File: src/rtl/fetch_redirect_unit_if.sv
// fetch_redirect_unit_if: single-outstanding instruction-memory request/response bus.
interface fetch_redirect_unit_if;
  logic imemReq;
  logic [31:0] imemAddr;
  logic imemGnt;
  logic imemRdValid;
  logic [31:0] imemRdData;
  modport master(output imemReq, imemAddr, input imemGnt, imemRdValid, imemRdData);
  modport slave(input imemReq, imemAddr, output imemGnt, imemRdValid, imemRdData);
endinterface

File: src/rtl/fetch_redirect_unit.sv
// fetch_redirect_unit: fetch PC, imem requests, wrong-path squash and decode delivery.
// Optional branch/squash counters are built when FETCH_STATS_EN is defined.
module fetch_redirect_unit #(
  parameter logic [31:0] RESET_PC = 32'h0000_0000,
  parameter logic [31:0] PC_STEP = 32'd4,
  parameter int STAT_W = 16
) (
  input logic clk,
  input logic rst_n,
  input logic isBranchTaken,
  input logic [31:0] branchPC,
  input logic stall,
  fetch_redirect_unit_if.master imem,
  output logic instValid,
  output logic [31:0] inst,
  output logic [31:0] instPC,
  output logic flush
`ifdef FETCH_STATS_EN
  ,
  output logic [STAT_W-1:0] branchCount,
  output logic [STAT_W-1:0] squashCount
`endif
);
  typedef enum logic [2:0] {IDLE, REQ, WAIT, DROP, HOLD} fsmState;
  fsmState state, stateNext;
  logic [31:0] pc, pcNext, redirPC, redirPCNext, instNext, instPCNext;
  logic redirPending, redirPendingNext, instValidNext, squash;
  assign imem.imemReq = state == REQ;
  assign imem.imemAddr = pc;
  always_ff @(posedge clk or negedge rst_n)
    if (!rst_n) begin
      state <= IDLE;
      pc <= RESET_PC;
      redirPC <= '0;
      redirPending <= 1'b0;
      instValid <= 1'b0;
      inst <= '0;
      instPC <= '0;
      flush <= 1'b0;
    end else begin
      state <= stateNext;
      pc <= pcNext;
      redirPC <= redirPCNext;
      redirPending <= redirPendingNext;
      instValid <= instValidNext;
      inst <= instNext;
      instPC <= instPCNext;
      flush <= isBranchTaken;
    end
  // A redirect arriving while a response is in flight diverts to DROP so that response is discarded.
  always_comb begin
    stateNext = state;
    pcNext = pc;
    redirPCNext = redirPC;
    redirPendingNext = redirPending;
    instValidNext = 1'b0;
    instNext = inst;
    instPCNext = instPC;
    squash = 1'b0;
    case (state)
      IDLE: stateNext = REQ;
      REQ:
        if (imem.imemGnt) begin
          stateNext = (isBranchTaken || redirPending) ? DROP : WAIT;
          redirPCNext = isBranchTaken ? branchPC : redirPC;
        end else if (isBranchTaken) begin
          redirPCNext = branchPC;
          redirPendingNext = 1'b1;
        end
      WAIT:
        if (imem.imemRdValid && isBranchTaken) begin
          squash = 1'b1;
          pcNext = branchPC;
          stateNext = REQ;
        end else if (imem.imemRdValid) begin
          instValidNext = 1'b1;
          instNext = imem.imemRdData;
          instPCNext = pc;
          pcNext = pc + PC_STEP;
          stateNext = stall ? HOLD : REQ;
        end else if (isBranchTaken) begin
          redirPCNext = branchPC;
          stateNext = DROP;
        end
      DROP: begin
        redirPCNext = isBranchTaken ? branchPC : redirPC;
        if (imem.imemRdValid) begin
          squash = 1'b1;
          pcNext = isBranchTaken ? branchPC : redirPC;
          redirPendingNext = 1'b0;
          stateNext = REQ;
        end
      end
      HOLD: begin
        instValidNext = stall && !isBranchTaken;
        pcNext = isBranchTaken ? branchPC : pc;
        stateNext = (stall && !isBranchTaken) ? HOLD : REQ;
      end
      default: stateNext = IDLE;
    endcase
  end
`ifdef FETCH_STATS_EN
  always_ff @(posedge clk or negedge rst_n)
    if (!rst_n) begin
      branchCount <= '0;
      squashCount <= '0;
    end else begin
      if (isBranchTaken && !(&branchCount)) branchCount <= branchCount + 1'b1;
      if (squash && !(&squashCount)) squashCount <= squashCount + 1'b1;
    end
`else
  logic [STAT_W-1:0] unusedSquash;
  assign unusedSquash = {STAT_W{squash}};
`endif
endmodule

File: src/flat_wrapper.sv
// flat-port wrapper written by rule: the top's interface ports become plain ports
module fetch_redirect_unit_flat 
#(
  parameter logic [31:0] RESET_PC = 32'h0000_0000,
  parameter logic [31:0] PC_STEP = 32'd4,
  parameter int STAT_W = 16
)
  (clk, rst_n, isBranchTaken, branchPC, stall, instValid, inst, instPC, flush, imem_imemReq, imem_imemAddr, imem_imemGnt, imem_imemRdValid, imem_imemRdData);
  fetch_redirect_unit_if imem_i ();
  input logic clk;
  input logic rst_n;
  input logic isBranchTaken;
  input logic [31:0] branchPC;
  input logic stall;
  output logic instValid;
  output logic [31:0] inst;
  output logic [31:0] instPC;
  output logic flush;
  output wire logic [$bits(imem_i.imemReq)-1:0] imem_imemReq;
  output wire logic [$bits(imem_i.imemAddr)-1:0] imem_imemAddr;
  input wire logic [$bits(imem_i.imemGnt)-1:0] imem_imemGnt;
  input wire logic [$bits(imem_i.imemRdValid)-1:0] imem_imemRdValid;
  input wire logic [$bits(imem_i.imemRdData)-1:0] imem_imemRdData;
  assign imem_imemReq = imem_i.imemReq;
  assign imem_imemAddr = imem_i.imemAddr;
  assign imem_i.imemGnt = imem_imemGnt;
  assign imem_i.imemRdValid = imem_imemRdValid;
  assign imem_i.imemRdData = imem_imemRdData;
  fetch_redirect_unit #(.RESET_PC(RESET_PC), .PC_STEP(PC_STEP), .STAT_W(STAT_W)) u_core (.clk(clk), .rst_n(rst_n), .isBranchTaken(isBranchTaken), .branchPC(branchPC), .stall(stall), .imem(imem_i), .instValid(instValid), .inst(inst), .instPC(instPC), .flush(flush));
endmodule
File: config.mk
export PLATFORM = sky130hd
export DESIGN_NAME = fetch_redirect_unit_flat
export DESIGN_NICKNAME = d
export VERILOG_FILES = /design/src/rtl/fetch_redirect_unit_if.sv /design/src/rtl/fetch_redirect_unit.sv /design/src/flat_wrapper.sv
export SDC_FILE = /design/constraint.sdc
export NUM_CORES = 1
export LEC_CHECK = 0
export ABC_CLOCK_PERIOD_IN_PS = 1680
export BUFFER_PORTS_ARGS = -buffer_cell sky130_fd_sc_hd__buf_4
export CAP_MARGIN = 20
export CORE_ASPECT_RATIO = 0.5
export CORE_MARGIN = 2
export CORE_UTILIZATION = 48
export DETAILED_ROUTE_END_ITERATION = 8
export PLACE_DENSITY = 0.76
export SLEW_MARGIN = 20
export SYNTH_ARGS = -nofsm -noshare
export SYNTH_HDL_FRONTEND = slang
export SYNTH_SLANG_ARGS = --single-unit
File: constraint.sdc
create_clock -name clk -period 1.68 [get_ports clk]
set_input_delay 0.336 -clock clk [delete_from_list [all_inputs] [get_ports clk]]
set_output_delay 0.336 -clock clk [all_outputs]
set_load 0.02 [all_outputs]
==> summary.md, run 1 <==
| Metric | Value |
|---|---|
| First-pass GRT wire length | `31.8 mm` |
| Failing checks | `negative setup slack` |
| Clk_skew | `11.8 ps` |
| Setup violators final | `26` |
| Core area | `about 0.013 mm²` |
| RSZ-0062 raised after global routing | `true` |
| Max_slew headroom | `between 60% and 70%` |
| Nets@finish | `approximately 1k` |
| Slew @ Worst Pin | `535 ps` |
| Total track usage | `28.6%` |
| Cells after synthesis | `approximately 670` |
| Routed WL per cell | `about 22 µm` |
| Router iterations before antenna repair | `6` |
| Cell taking the most area after synthesis | `dfrtp_1` |
| Main combinational cell family by area after synthesis | `simple AND/OR/NAND/NOR gates` |
| Pwr Density | `around 1900 mW/mm²` |
| Die Wd | `166 µm` |
| Clock transition at path regs | `70 ps` |
| IO Pins | `between 150 and 200` |
| CP most frequent cell | `nand4_1` |
| Post-Syn Area | `between 0.006 and 0.007 mm²` |
| Synth area leaders | `dfrtp_1 (53%), nand2_1 (13%), mux2_2 (5.7%)` |
| Most common cell in the synthesized netlist | `nand2_1` |
| CTS max path bufs | `2` |
| Hold path start | `imem_imemRdData[3]` |
| Inst Count DP | `1043` |
| Main flop type after synthesis | `dfrtp_1` |
| # diodes | `0` |
| Vias per inst | `6.02` |
| Async set-reset flop share out of synthesis | `100%` |
| Number of I/O port buffers | `168` |
| Status | `finished, violations left` |
| Critical path arrival | `2320 ps` |
| Cell Area, Placed | `0.00837 mm²` |
| Peak supply drop | `1.03 mV` |
| Post-Synth Adder-Cell Area | `less than 1%` |
| Area Growth Syn to Fin | `53.2%` |
| HP Class | `in2reg` |
| Initial antenna violation count | `0` |
| WS Path Type | `reg2reg` |
| Vias in the first global route | `about 6k` |
| #FFs+latches synth | `134` |
| Num CTS Buffers | `17` |
| Netlist cell types | `58` |
| Post-synthesis simple-gate area fraction | `21.5%` |
| Multiplexer area fraction after synthesis | `under 10%` |
| Via count | `6705` |
| Mean Syn Cell Area | `9.46 µm²` |
| Leakage | `roughly 4.7 nW` |
| Die height | `~85 µm` |
| Commonest cells post-synth | `nand2_1 (212), dfrtp_1 (134), o21ai_0 (37)` |
| Final core utilization | `75.8%` |
| Crit end category | `register` |
| CTS H-tree lvls | `4` |
| Top cell type's share of synthesized area | `53.1%` |
| Clock root cell | `clkbuf_16` |
| Total wire length | `approximately 24 mm` |
| Startpoint types | `register` |
| DP HPWL | `13.4 mm` |
| Critical path fanouts, max | `8` |
| Max cap viols | `0` |
| Critical Path RT | `approximately 2000 ps` |
| Count of final hold-check violations | `0` |
| Fin crit period | `roughly 2000 ps` |
| DRT iter0 DRCs | `828` |
| Worst hold margin | `approximately 99 ps` |
| Reg-to-Reg Start | `u_core.imem.imemAddr[21]` |
| Final period util | `121%` |
| Finished Layout Cells | `1113` |
| Fin. max-slew vios | `0` |
| Design area | `0.00968 mm²` |
| Clock tree from TritonCTS | `built` |
| # fillers | `833` |
| Worst Setup SP | `u_core.imem.imemAddr[21]` |
| Clock Latency Late Sink | `430 ps` |
| Pin count of the biggest net entering global routing | `38` |
| Max incr delay on CP | `530 ps` |
| CP Cell Sequence | `nand4_1 > nor3_1 > nand4_1 > xor2_1 > o21ai_1` |
| Clk sinks | `approximately 130` |
| Sequential-to-total area share from yosys stat | `between 50% and 60%` |
| Placer congestion estimate | `0.878` |
| Power Total | `approximately 19 mW` |
| Post-Synth XOR/XNOR Area | `1.11%` |
| # rows | `29` |
| Worst setup margin | `-355 ps` |
| Die area | `0.0142 mm²` |
| Net Count, Synth | `739` |
| Maximum achievable frequency | `0.492 GHz` |
| Crit-path slowest cell | `nor3_1` |
| Post-synth EDFFs | `0` |
| Final ANT Viol Nets | `0` |
| Grt ovf | `0` |
| Layout cells sized above 1 | `44.2%` |
| Syn. warnings | `0` |
| Synth Area in Compound Gates | `13.9%` |
| Drc violations | `0` |
| Initial Utilization | `between 40% and 50%` |
==> worst paths after layout <==
path / to / slack (ps) / cells past startpoint
setup / recovery: u_core.imem.imemAddr[31] / -350 / 5
hold / removal: u_core.inst[3] / 100 / 3
hold reg to reg: u_core.instPC[28] / 480 / 2
setup reg to reg: u_core.imem.imemAddr[31] / -350 / 5
min in group asynchronous: u_core.inst[22] / 400 / 2
max in group asynchronous: u_core.inst[8] / 650 / 3
==> registers in the layout, indices dropped and copies added (netlist names) <==
signal	count
u_core.redirPending	1
u_core.instValid	1
u_core.imem.imemAddr	32
u_core.inst	32
u_core.state	3
u_core.flush	1
u_core.instPC	32
u_core.redirPC	32
==> layer usage <==
layer | wire length, µm | global-route usage (%)
met5 | 0 | 0
met1 | 9260 | 37.6
met2 | 11100 | 47.6
met4 | 1040 | 8.62
met3 | 2660 | 7.37
==> metrics by stage <==
step / worst slack [ps] / setup TNS, ps
5_1_grt: -378 / -4190
2_1_floorplan: -53.5 / -89.4
6_report: -355 / -2490
3_3_place_gp: -126 / -1480
3_5_place_dp: -238 / -5570
4_1_cts: -116 / -765
==> cells in the final DEF (no fill, tap or decap), drive strengths merged, types with 2 or more instances in the layout <==
cell type  netlist  final
buf             19    280
o211ai           7      7
nand2b           3      3
clkbuf          23     21
o21a             2      2
nor3b            2      2
clkinv           0      4
nor4             6      6
xor2             8      8
a22o             7      7
a22oi           17     17
nand3           18     18
o221ai           2      2
o21ai           49     49
nor2            17     17
and3b            2      2
a221o            4      4
a221oi           3      3
clkinvlp         0      3
or4              2      2
o22ai            2      2
bufinv           0      2
dfrtp          134    134
and3             8      8
o311ai           3      3
a32oi            2      2
mux2            32     32
nand2          214    214
a21oi           22     22
a31oi            5      5
mux2i            7      7
nor3             6      6
o211a            2      2
and2             4      4
nand4           12     12
inv              8     14
==> kinds of logic after synthesis <==
group	Yosys count
DFF	134
and+or+nand+nor	300
xor gates and xnor gates	8
AOI/OAI and AO/OA	136
buffers and inverters	50
adders and majority gates	1
muxes	39
==> worst max-delay path: cells and delay by family, from the launching register on <==
family / cells / cell delay [ps]
flip-flops: 1 / 520
AND/OR/NAND/NOR: 3 / 1060
AO/OA/AOI/OAI: 1 / 90
XOR/XNOR: 1 / 230
==> final cells by class <==
| class | count | area [µm²] | share of cell area, % |
|---|---|---|---|
| tap | 170 | 213 | 2.20 |
| sequential | 134 | 3370 | 34.8 |
| timing repair buffer | 285 | 2400 | 24.8 |
| inverter | 8 | 30.0 | 0.310 |
| clock inverter | 15 | 166 | 1.72 |
| clock buffer | 17 | 425 | 4.39 |
| multi-input combinational | 484 | 3080 | 31.8 |
==> power by group <==
group | switching (mW) | internal (mW)
combinational | 4.91 | 3.97
sequential | 1.22 | 4.64
clock | 1.59 | 2.22
total | 7.72 | 10.8
==> repair_timing <==
action,4_1_cts,5_1_grt
gates resized for setup,25,52
gates cloned,0,5
pin swaps,10,30
hold endpoints to repair,31,0
setup endpoints to repair,95,128
hold buffers,1,0
buffers inserted,10,22
Power figures use the tool's default switching activity.
==> run 2: changes to the inputs <==
- CELL_PAD_IN_SITES_DETAIL_PLACEMENT: default -> 0
- CELL_PAD_IN_SITES_GLOBAL_PLACEMENT: default -> 1
- CORE_UTILIZATION: 48 -> 36
- HOLD_SLACK_MARGIN: default -> 0.05
==> summary.md, run 2 (synthesis results as in run 1) <==
| Metric | Value |
|---|---|
| Status | `finished, violations left` |
| Failing checks | `negative setup slack` |
| Leakage | `4.67 nW` |
| Max cap viols | `0` |
| Worst Setup SP | `u_core.imem.imemAddr[2]` |
| Nets@finish | `between 900 and 1k` |
| IO Pins | `around 170` |
| CTS H-tree lvls | `4` |
| # rows | `34` |
| Via count | `5936` |
| Core area | `between 0.015 and 0.02 mm²` |
| Critical R2R Capture | `u_core.imem.imemAddr[21]` |
| Vias in the first global route | `5785` |
| Final period util | `104%` |
| Number of I/O port buffers | `168` |
| Pin count of the biggest net entering global routing | `41` |
| Critical path fanouts, max | `9` |
| CP top delay family | `simple AND/OR/NAND/NOR gates` |
| Reg-to-Reg Start | `u_core.imem.imemAddr[2]` |
| Met3 Track Usage GR | `4.08%` |
| Crit end category | `register` |
| Setup violators final | `7` |
| GR Layer Usage met1 | `30.2%` |
| Pwr Density | `1850 mW/mm²` |
| Final ANT Viol Nets | `0` |
| Cell Area, Placed | `0.00855 mm²` |
| Startpoint types | `register` |
| Total wire length | `19.8 mm` |
| Critical path arrival | `2090 ps` |
| Hold path start | `imem_imemRdData[1]` |
| Vias per inst | `between 5 and 6` |
| Clock transition at path regs | `70 ps` |
| Area Growth Syn to Fin | `53.1%` |
| First-pass GRT wire length | `30.9 mm` |
| Routed WL per cell | `17.0 µm` |
| Crit-path slowest cell | `dfrtp_2` |
| Leading cell type in the layout, fill and taps excluded | `buf_4` |
| Die Wd | `around 190 µm` |
| Slew @ Worst Pin | `345 ps` |
| DP HPWL | `13.7 mm` |
| Die height | `97.7 µm` |
| DRT iter0 DRCs | `around 390` |
| Clk_skew | `14.6 ps` |
| WS Path Type | `reg2reg` |
| Hold depth | `3` |
| Num CTS Buffers | `17` |
| # diodes | `0` |
| # fillers | `1537` |
| Count of final hold-check violations | `0` |
| Router iterations before antenna repair | `4` |
| R2R cell count | `6` |
| HP Class | `in2reg` |
| CTS max path bufs | `2` |
| Clk sinks | `around 130` |
| Worst setup margin | `-61.7 ps` |
| Design area | `around 0.0097 mm²` |
| Total track usage | `between 20% and 30%` |
| Worst path bufs/invs | `1` |
| Fin crit period | `1740 ps` |
| Max incr delay on CP | `roughly 420 ps` |
| Placer congestion estimate | `0.884` |
| Worst Hold End | `u_core.inst[1]` |
| Die area | `0.0187 mm²` |
| Peak supply drop | `0.871 mV` |
| Grt ovf | `0` |
| Max_slew headroom | `approximately three quarters` |
| Maximum achievable frequency | `0.574 GHz` |
| Initial antenna violation count | `0` |
| Fin. max-slew vios | `0` |
| Initial Utilization | `36.6%` |
| Clock Latency Late Sink | `420 ps` |
| Layout cells sized above 1 | `43.1%` |
| GR peak layer | `met2` |
| CP Cell Sequence | `nand4_1 > nor4_4 > buf_12 > nand2_4 > or4_1 > nand3_1` |
| RSZ-0062 raised after global routing | `true` |
| Pre-CTS setup slack | `-88.7 ps` |
| Drc violations | `0` |
| Clock root cell | `clkbuf_16` |
| GRT met2 Usage | `32.3%` |
| Most frequent cells in the layout | `buf_4 (243), nand2_1 (210), dfrtp_1 (119)` |
| Worst R2R Setup Slack | `-60 ps` |
| Clock tree from TritonCTS | `built` |
| Critical Path RT | `2030 ps` |
==> run 2: changes by cell type in the layout (fill, tap and decap cells not counted), moves of 3 or more <==
cell / delta
buf_4: -14
buf_6: +8
buf_8: -3
a22oi_1: +5
a21oi_2: +5
a21oi_1: -6
inv_6: -6
a22oi_2: -5
==> run 2: tightest hold or removal path, stage by stage <==
cell	delay [ps]
buf_4	80
nand2_1	40
nand2_1	50
==> run 2: layer usage <==
metal / part of all wire (%) / up-vias / wire length [µm]
met5: 0 / - / 0
met4: 0.65 / 0 / 129
met3: 4.7 / 13 / 936
met2: 46 / 157 / 9140
met1: 48 / 2920 / 9590
li1: - / 2846 / -
==> run 2: final cells by class <==
type	instances	area (µm²)	area share, %
Clock inverter	12	155	1.60
Inverter	8	30.0	0.310
Clock buffer	20	447	4.62
Timing Repair Buffer	276	2330	24.1
Sequential cell	134	3370	34.9
Tap cell	234	293	3.03
Multi-Input combinational cell	484	3050	31.5
==> run 2: power by group <==
| group | leakage [nW] | total (mW) | internal [mW] | switching, mW |
|---|---|---|---|---|
| clock network | 0.290 | 3.83 | 2.37 | 1.46 |
| registers | 1.64 | 5.60 | 4.64 | 0.968 |
| logic | 2.74 | 8.50 | 3.94 | 4.56 |
| total | 4.67 | 17.9 | 11.0 | 6.98 |
==> run 2: how the worst max path moves through the flow <==
stage,to,slack [ps],cells after the start
after floorplan,u_core.imem.imemAddr[4],-50,7
after global placement,u_core.imem.imemAddr[20],-20,6
after detailed placement,u_core.imem.imemAddr[20],-90,6
after CTS,imem_imemReq,-50,3
after global routing,u_core.imem.imemAddr[21],-150,6
final,u_core.imem.imemAddr[21],-60,6
==> run 2: timing repair <==
item	4_1_cts	5_1_grt
hold endpoints to repair	20	0
resized for setup	22	46
pin swaps	9	23
endpoints found under the setup margin	100	80
hold buffers	1	0
cloned	0	2
setup buffers	15	9
==> run 2: through the flow <==
stage	hold slack (ps)	utilization, %	std cells	total power [mW]	setup TNS, ps
floorplan	40.4	-	668	9.58	-89.4
global placement	217	49.5	1111	13.2	-72.0
detailed placement	225	49.5	1111	13.4	-3270
CTS	91.7	54.2	1159	17.6	-118
global route	101	56.0	1168	19.0	-1290
finish	101	56.0	1168	17.9	-208
